`config.mk`:
```
export PLATFORM = sky130hd
export DESIGN_NAME = controller_in_capture
export DESIGN_NICKNAME = d
export VERILOG_FILES = /design/src/rtl/controller_in_pkg_hdl.sv /design/src/rtl/controller_in_fifo.sv /design/src/rtl/controller_in_capture.sv
export SDC_FILE = /design/constraint.sdc
export NUM_CORES = 1
export LEC_CHECK = 0
export BUFFER_PORTS_ARGS = -buffer_cell sky130_fd_sc_hd__buf_2
export CELL_PAD_IN_SITES_DETAIL_PLACEMENT = 1
export CELL_PAD_IN_SITES_GLOBAL_PLACEMENT = 2
export CORE_UTILIZATION = 35
export CTS_CLUSTER_SIZE = 28
export DETAILED_ROUTE_END_ITERATION = 16
export GPL_TIMING_DRIVEN = 1
export PLACE_DENSITY = 0.74
export SLEW_MARGIN = 20
export SYNTH_ARGS = -nofsm -noshare
export SYNTH_HDL_FRONTEND = slang
export SYNTH_HIERARCHICAL = 1
export SYNTH_SLANG_ARGS = --single-unit
```
`constraint.sdc`:
```
create_clock -name clock -period 7 [get_ports clock]
set_input_delay 0.7 -clock clock [delete_from_list [all_inputs] [get_ports clock]]
set_output_delay 0.7 -clock clock [all_outputs]
set_load 0.01 [all_outputs]
```
`src/rtl/controller_in_pkg_hdl.sv`:
```
// controller_in_pkg_hdl: record layout and widths shared by the capture block
package controller_in_pkg_hdl;
  localparam int DATA_W_DEF = 16;
  localparam int CC_W       = 3;
  localparam int FLAG_W     = 1;
  localparam int REC_W      = 3*DATA_W_DEF + 2*CC_W + 2*FLAG_W;
  typedef struct packed {
    logic                  complete_data;
    logic                  complete_instr;
    logic [DATA_W_DEF-1:0] ir;
    logic [CC_W-1:0]       nzp;
    logic [CC_W-1:0]       psr;
    logic [DATA_W_DEF-1:0] ir_exec;
    logic [DATA_W_DEF-1:0] imem_dout;
  } rec_t;
  function automatic int rec_w(input int dw);
    return 3*dw + 2*CC_W + 2*FLAG_W;
  endfunction
endpackage

```
`src/rtl/controller_in_fifo.sv`:
```
// controller_in_fifo: first-word-fall-through FIFO, head reads zero when empty
module controller_in_fifo #(
  parameter int W     = 8,
  parameter int DEPTH = 8
) (
  input  logic                       clk,
  input  logic                       rst_n,
  input  logic                       clr,
  input  logic                       push,
  input  logic                       pop,
  input  logic [W-1:0]               din,
  output logic [W-1:0]               dout,
  output logic                       valid,
  output logic [$clog2(DEPTH):0]     count
);
  localparam int AW = $clog2(DEPTH);
  localparam int CW = AW + 1;
  logic [W-1:0]  mem [DEPTH];
  logic [AW-1:0] wptr_q, rptr_q;
  logic [CW-1:0] count_q;
  // pointers wrap naturally because DEPTH is a power of two; clr wins over push/pop
  always_ff @(posedge clk or negedge rst_n) begin
    if (!rst_n) begin
      wptr_q  <= '0;
      rptr_q  <= '0;
      count_q <= '0;
    end else if (clr) begin
      wptr_q  <= '0;
      rptr_q  <= '0;
      count_q <= '0;
    end else begin
      wptr_q  <= push ? wptr_q + AW'(1) : wptr_q;
      rptr_q  <= pop ? rptr_q + AW'(1) : rptr_q;
      count_q <= count_q + CW'(push) - CW'(pop);
    end
  end
  // storage is not reset; the head is masked while empty instead
  always_ff @(posedge clk) begin
    if (push && !clr) mem[wptr_q] <= din;
  end
  assign valid = count_q != '0;
  assign dout  = valid ? mem[rptr_q] : '0;
  assign count = count_q;
endmodule

```
`src/rtl/controller_in_capture.sv`:
```
// controller_in_capture: timestamped capture of controller inputs into a FIFO
module controller_in_capture
  import controller_in_pkg_hdl::*;
#(
  parameter int DATA_W = 16,
  parameter int DEPTH  = 8,
  parameter int TS_W   = 16,
  parameter int MODE   = 0
) (
  input  logic                      clock,
  input  logic                      reset,
  input  logic                      en,
  input  logic                      clr,
  input  logic                      complete_data,
  input  logic                      complete_instr,
  input  logic [DATA_W-1:0]         IR,
  input  logic [DATA_W-1:0]         IR_Exec,
  input  logic [DATA_W-1:0]         IMem_dout,
  input  logic [2:0]                NZP,
  input  logic [2:0]                psr,
  output logic                      out_valid,
  input  logic                      out_ready,
  output logic [3*DATA_W+7:0]       out_rec,
  output logic [TS_W-1:0]           out_ts,
  output logic [$clog2(DEPTH):0]    count,
  output logic                      overflow,
  output logic [7:0]                drop_cnt
);
  localparam int RW = rec_w(DATA_W);
  localparam int CW = $clog2(DEPTH) + 1;
  logic [RW-1:0]      cur, last_q, last_d;
  logic               first_q, first_d;
  logic [TS_W-1:0]    ts_q, ts_d;
  logic               overflow_q, overflow_d;
  logic [7:0]         drop_q, drop_d;
  logic               attempt, pop, push, full, drop;
  logic [RW+TS_W-1:0] head;
  assign cur     = {complete_data, complete_instr, IR, NZP, psr, IR_Exec, IMem_dout};
  assign full    = count == CW'(DEPTH);
  assign pop     = out_valid && out_ready && !clr;
  assign attempt = en && !clr && (MODE == 0 || first_q || cur != last_q);
  assign push    = attempt && (!full || pop);
  assign drop    = attempt && full && !pop;
  // next-state for timestamp, change detector and drop statistics
  always_comb begin
    ts_d       = clr ? '0 : ts_q + TS_W'(1);
    first_d    = clr || (first_q && !attempt);
    last_d     = attempt ? cur : last_q;
    overflow_d = clr ? 1'b0 : overflow_q || drop;
    drop_d     = clr ? 8'd0 : (drop && drop_q != 8'hFF) ? drop_q + 8'd1 : drop_q;
  end
  // capture-side state, cleared asynchronously by reset
  always_ff @(posedge clock or negedge reset) begin
    if (!reset) begin
      ts_q       <= '0;
      first_q    <= 1'b1;
      last_q     <= '0;
      overflow_q <= 1'b0;
      drop_q     <= '0;
    end else begin
      ts_q       <= ts_d;
      first_q    <= first_d;
      last_q     <= last_d;
      overflow_q <= overflow_d;
      drop_q     <= drop_d;
    end
  end
  controller_in_fifo #(.W(RW + TS_W), .DEPTH(DEPTH)) u_fifo (
    .clk   (clock),
    .rst_n (reset),
    .clr   (clr),
    .push  (push),
    .pop   (pop),
    .din   ({cur, ts_q}),
    .dout  (head),
    .valid (out_valid),
    .count (count)
  );
  assign out_rec  = head[RW+TS_W-1:TS_W];
  assign out_ts   = head[TS_W-1:0];
  assign overflow = overflow_q;
  assign drop_cnt = drop_q;
endmodule

```
==> metrics.csv <==
stage,metric,value,unit
outcome,status,"finished, final reports clean",
placed_design,gp_congestion,0.720,
worst_setup_path,path_max_fanout,54,
job,drv_cap,0,
grt,globalRouteOverflowTotal,0,
worst_setup_path,cp-end-kind,primary output,
worst_hold_path,hold_path_class,input port to asynchronous set/reset pin,
worst_setup_path,arrival,3520,ps
synth,synth-simple-area-share,2.18,%
layout,fin_nets,1287,
die,start_util,35.5,%
drt,vias,10900,
timing,setup_viol,0,
clock_tree,cts_resized,0,
clock_tree,cts.sinks,611,
synth,synth-edff-count,576,
synth,ys_seq_area_share,77.8,%
synth,ys.flop_type,edfxtp_1,
drt,wl_per_cell,24.1,um
drt,postRouteAntennaNets,0,
timing,slew_violations,0,
timing,fin_tns_setup,0,ps
layout,n_fill_cell,6239,
power,p_leak,8.86,nW
synth,avgSynthCellArea,22.5,um^2
worst_setup_path,r2r_end,u_fifo/mem[2][39]$_DFFE_PP_,
layout,layout.area.seq,18200,um^2
layout,multi_input_area,4920,um^2
timing,relSlewSlack,30.9,%
clock_tree,cts.clk_slew.worst_paths,60,ps
layout,area_growth,16.4,%
worst_setup_path,crit_required,6300,ps
clock_tree,tritoncts,yes,
synth,synth.area.mux_share,14.1,%
die,core,65900,um^2
clock_tree,ctsHoldBuffers,0,
synth,synth_cell_types,43,
synth,synth_top_family_by_area,multiplexers,
worst_setup_path,critPathLaunchType,flip-flop,
timing,hold_viol,0,
grt,grt_pass1_vias,12100,
drt,drt-total-wl,51400,um
worst_setup_path,worst-r2r-setup-slack,2860,ps
clock_tree,clk_latency,620,ps
placed_design,dp.cells,2016,
timing,worstMarginPinSlew,1040,ps
clock_tree,clock_path_buffers,3,
die,fp-row-count,94,
worst_setup_path,path_cells,"inv_1, ha_1, or3b_4, nor2b_4, buf_4, a22o_1, buf_2",
grt,track_usage,15.3,%
timing,fin_skew,25.9,ps
layout,utilization,41.3,%
synth,ys_seq_elements,611,
die,die_x,260,um
die,ios,147,
synth,ys_warn_count,6,
placed_design,place_worst_setup_slack,2430,ps
placed_design,portBuffers,146,
drt,first_pass_iters,4,
clock_tree,htreeDepth,2,
worst_setup_path,max_stage_delay,770,ps
synth,syn-num-nets,1107,
synth,async_flop_share,5.73,%
synth,synthXorXnorAreaFrac,0.638,%
timing,post-route-period-util,60.3,%
layout,drive_above_1_share,33.0,%
layout,stdcell_count,2135,
timing,fin_crit,4220,ps
synth,synthAdderAreaFrac,0.568,%
synth,synth_compound_area_share,3.30,%
worst_setup_path,worstReg2RegStart,u_fifo/count[2]$_DFF_PN0_,
clock_tree,root_buffer,clkbuf_16,
worst_setup_path,r2r_cells,9,
power,ir_worst_vdd,194,uV
drt,drt_first_iter_violations,726,
grt,grt_max_degree,99,
grt,grt_antenna_before_repair,4,
die,die_area,67800,um^2
die,die_h,260,um
timing,timing.fmax,237,MHz
synth,netlist_area,23400,um^2
drt,drc_errors,0,
clock_tree,postCtsSetupBuffers,0,
synth,synth_cells,1036,
clock_tree,numCtsBuffers,61,
timing,finalWorstSetupSlack,2780,ps
drt,routed_via_density,5.12,
worst_setup_path,worstSetupPathType,flip-flop to primary output,
worst_setup_path,slowest_stage,buf_4,
placed_design,dp_hpwl,29300,um
timing,rsz0062_at_grt,no,
grt,grt_pass1_wl,77300,um
power,power_density,323,nW/um^2
[final cells by class]
cell class | count | area share (%)
clock inverters | 39 | 1.47
repair buffers | 169 | 3.50
inverters | 12 | 0.166
multi-input cells | 361 | 18.1
diodes | 4 | 0.0368
flip-flops and latches | 611 | 66.9
well taps | 864 | 3.98
clock buffers | 75 | 5.89
[layer usage]
| layer | share of wire [%] | up-vias | track usage (%) |
|---|---|---|---|
| met3 | 4.0 | 67 | 2.55 |
| li1 | - | 4756 | - |
| met1 | 44 | 5880 | 20.7 |
| met5 | 0 | - | 0 |
| met4 | 2.2 | 0 | 4.29 |
| met2 | 50 | 230 | 25.5 |
[stage by stage]
stage	instance area, um^2	power (mW)	hold WS, ps
finish	27200	8.79	195
global placement	25100	5.65	509
floorplan	23400	5.09	404
CTS	27200	8.92	199
detailed placement	25200	5.67	540
global route	27200	9.12	243
[registers in the layout, indices dropped and copies added (netlist names)]
signal	flops
u_fifo/mem	576
ts_q	16
drop_cnt	8
u_fifo/count	4
u_fifo/rptr_q	3
u_fifo/wptr_q	3
overflow	1
[kinds of logic (layout without fill, tap and decap cells)]
kind of cell,Yosys count,in the layout
and+or+nand+nor,93,93
AOI/OAI and AO/OA,93,93
DFF,611,611
muxes,148,148
adders and majority gates,10,10
buffers and inverters,64,295
other,0,4
xor gates and xnor gates,17,17
[Yosys cell counts (3+ instances only)]
cell / instances / area share [%]
nand2b_1: 3 / 0.080
nand3_1: 12 / 0.26
nor2_1: 31 / 0.50
o21ai_0: 4 / 0.086
nor2b_1: 5 / 0.13
inv_1: 11 / 0.18
a22o_1: 73 / 2.7
nor4_1: 3 / 0.080
xnor2_1: 11 / 0.41
nor3_1: 8 / 0.17
nand4_1: 5 / 0.13
buf_2: 21 / 0.45
clkbuf_1: 22 / 0.35
ha_1: 9 / 0.48
buf_6: 9 / 0.43
dfrtp_1: 35 / 3.8
edfxtp_1: 576 / 74
nand2_1: 8 / 0.13
or3_1: 3 / 0.080
mux4_2: 144 / 14
a221o_1: 3 / 0.13
xor2_1: 6 / 0.23
a21oi_1: 7 / 0.15
[worst max path at each step]
stage | start | to | slack, ps | depth (start not counted)
6_report | u_fifo/count[2]$_DFF_PN0_ | out_ts[12] | 2780 | 7
5_1_grt | u_fifo/count[2]$_DFF_PN0_ | u_fifo/mem[2][36]$_DFFE_PP_ | 2570 | 9
4_1_cts | u_fifo/count[2]$_DFF_PN0_ | u_fifo/mem[1][38]$_DFFE_PP_ | 2490 | 8
3_5_place_dp | clr | u_fifo/mem[1][36]$_DFFE_PP_ | 2430 | 5
3_3_place_gp | clr | u_fifo/mem[1][36]$_DFFE_PP_ | 2540 | 5
2_1_floorplan | u_fifo/count[2]$_DFF_PN0_ | u_fifo/mem[4][0]$_DFFE_PP_ | 1330 | 8
[placed cells by master (no fill, tap or decap), types with 3 or more instances in the layout]
master / instances
a21oi_1: 7
a221o_1: 3
a22o_1: 73
buf_2: 146
buf_4: 19
bufinv_16: 7
clkbuf_1: 13
clkbuf_16: 62
clkinv_1: 17
clkinv_2: 6
clkinv_4: 5
dfrtp_1: 33
diode_2: 4
edfxtp_1: 576
ha_1: 9
inv_1: 11
mux4_2: 144
nand2_1: 8
nand2b_1: 3
nand3_1: 12
nand4_1: 5
nor2_1: 25
nor2_4: 6
nor2b_1: 4
nor3_1: 6
nor4_1: 3
o21ai_0: 4
or3_1: 3
xnor2_1: 11
xor2_1: 6
[report_power, final]
group          total, mW  switching, mW  internal, mW  leakage [nW]
Clock               3.24           1.36          1.88         0.966
Combinational       1.44          0.803         0.639          2.20
Sequential          4.11         0.0614          4.04          5.70
[critical path: cells and delay by family (launching register included)]
| kind | cells | cell delay, ps |
|---|---|---|
| buffers and inverters | 3 | 1020 |
| and+or+nand+nor | 2 | 830 |
| DFF | 1 | 410 |
| AOI/OAI and AO/OA | 1 | 340 |
| adders and majority gates | 1 | 200 |
(Power assumes the default switching activity.)
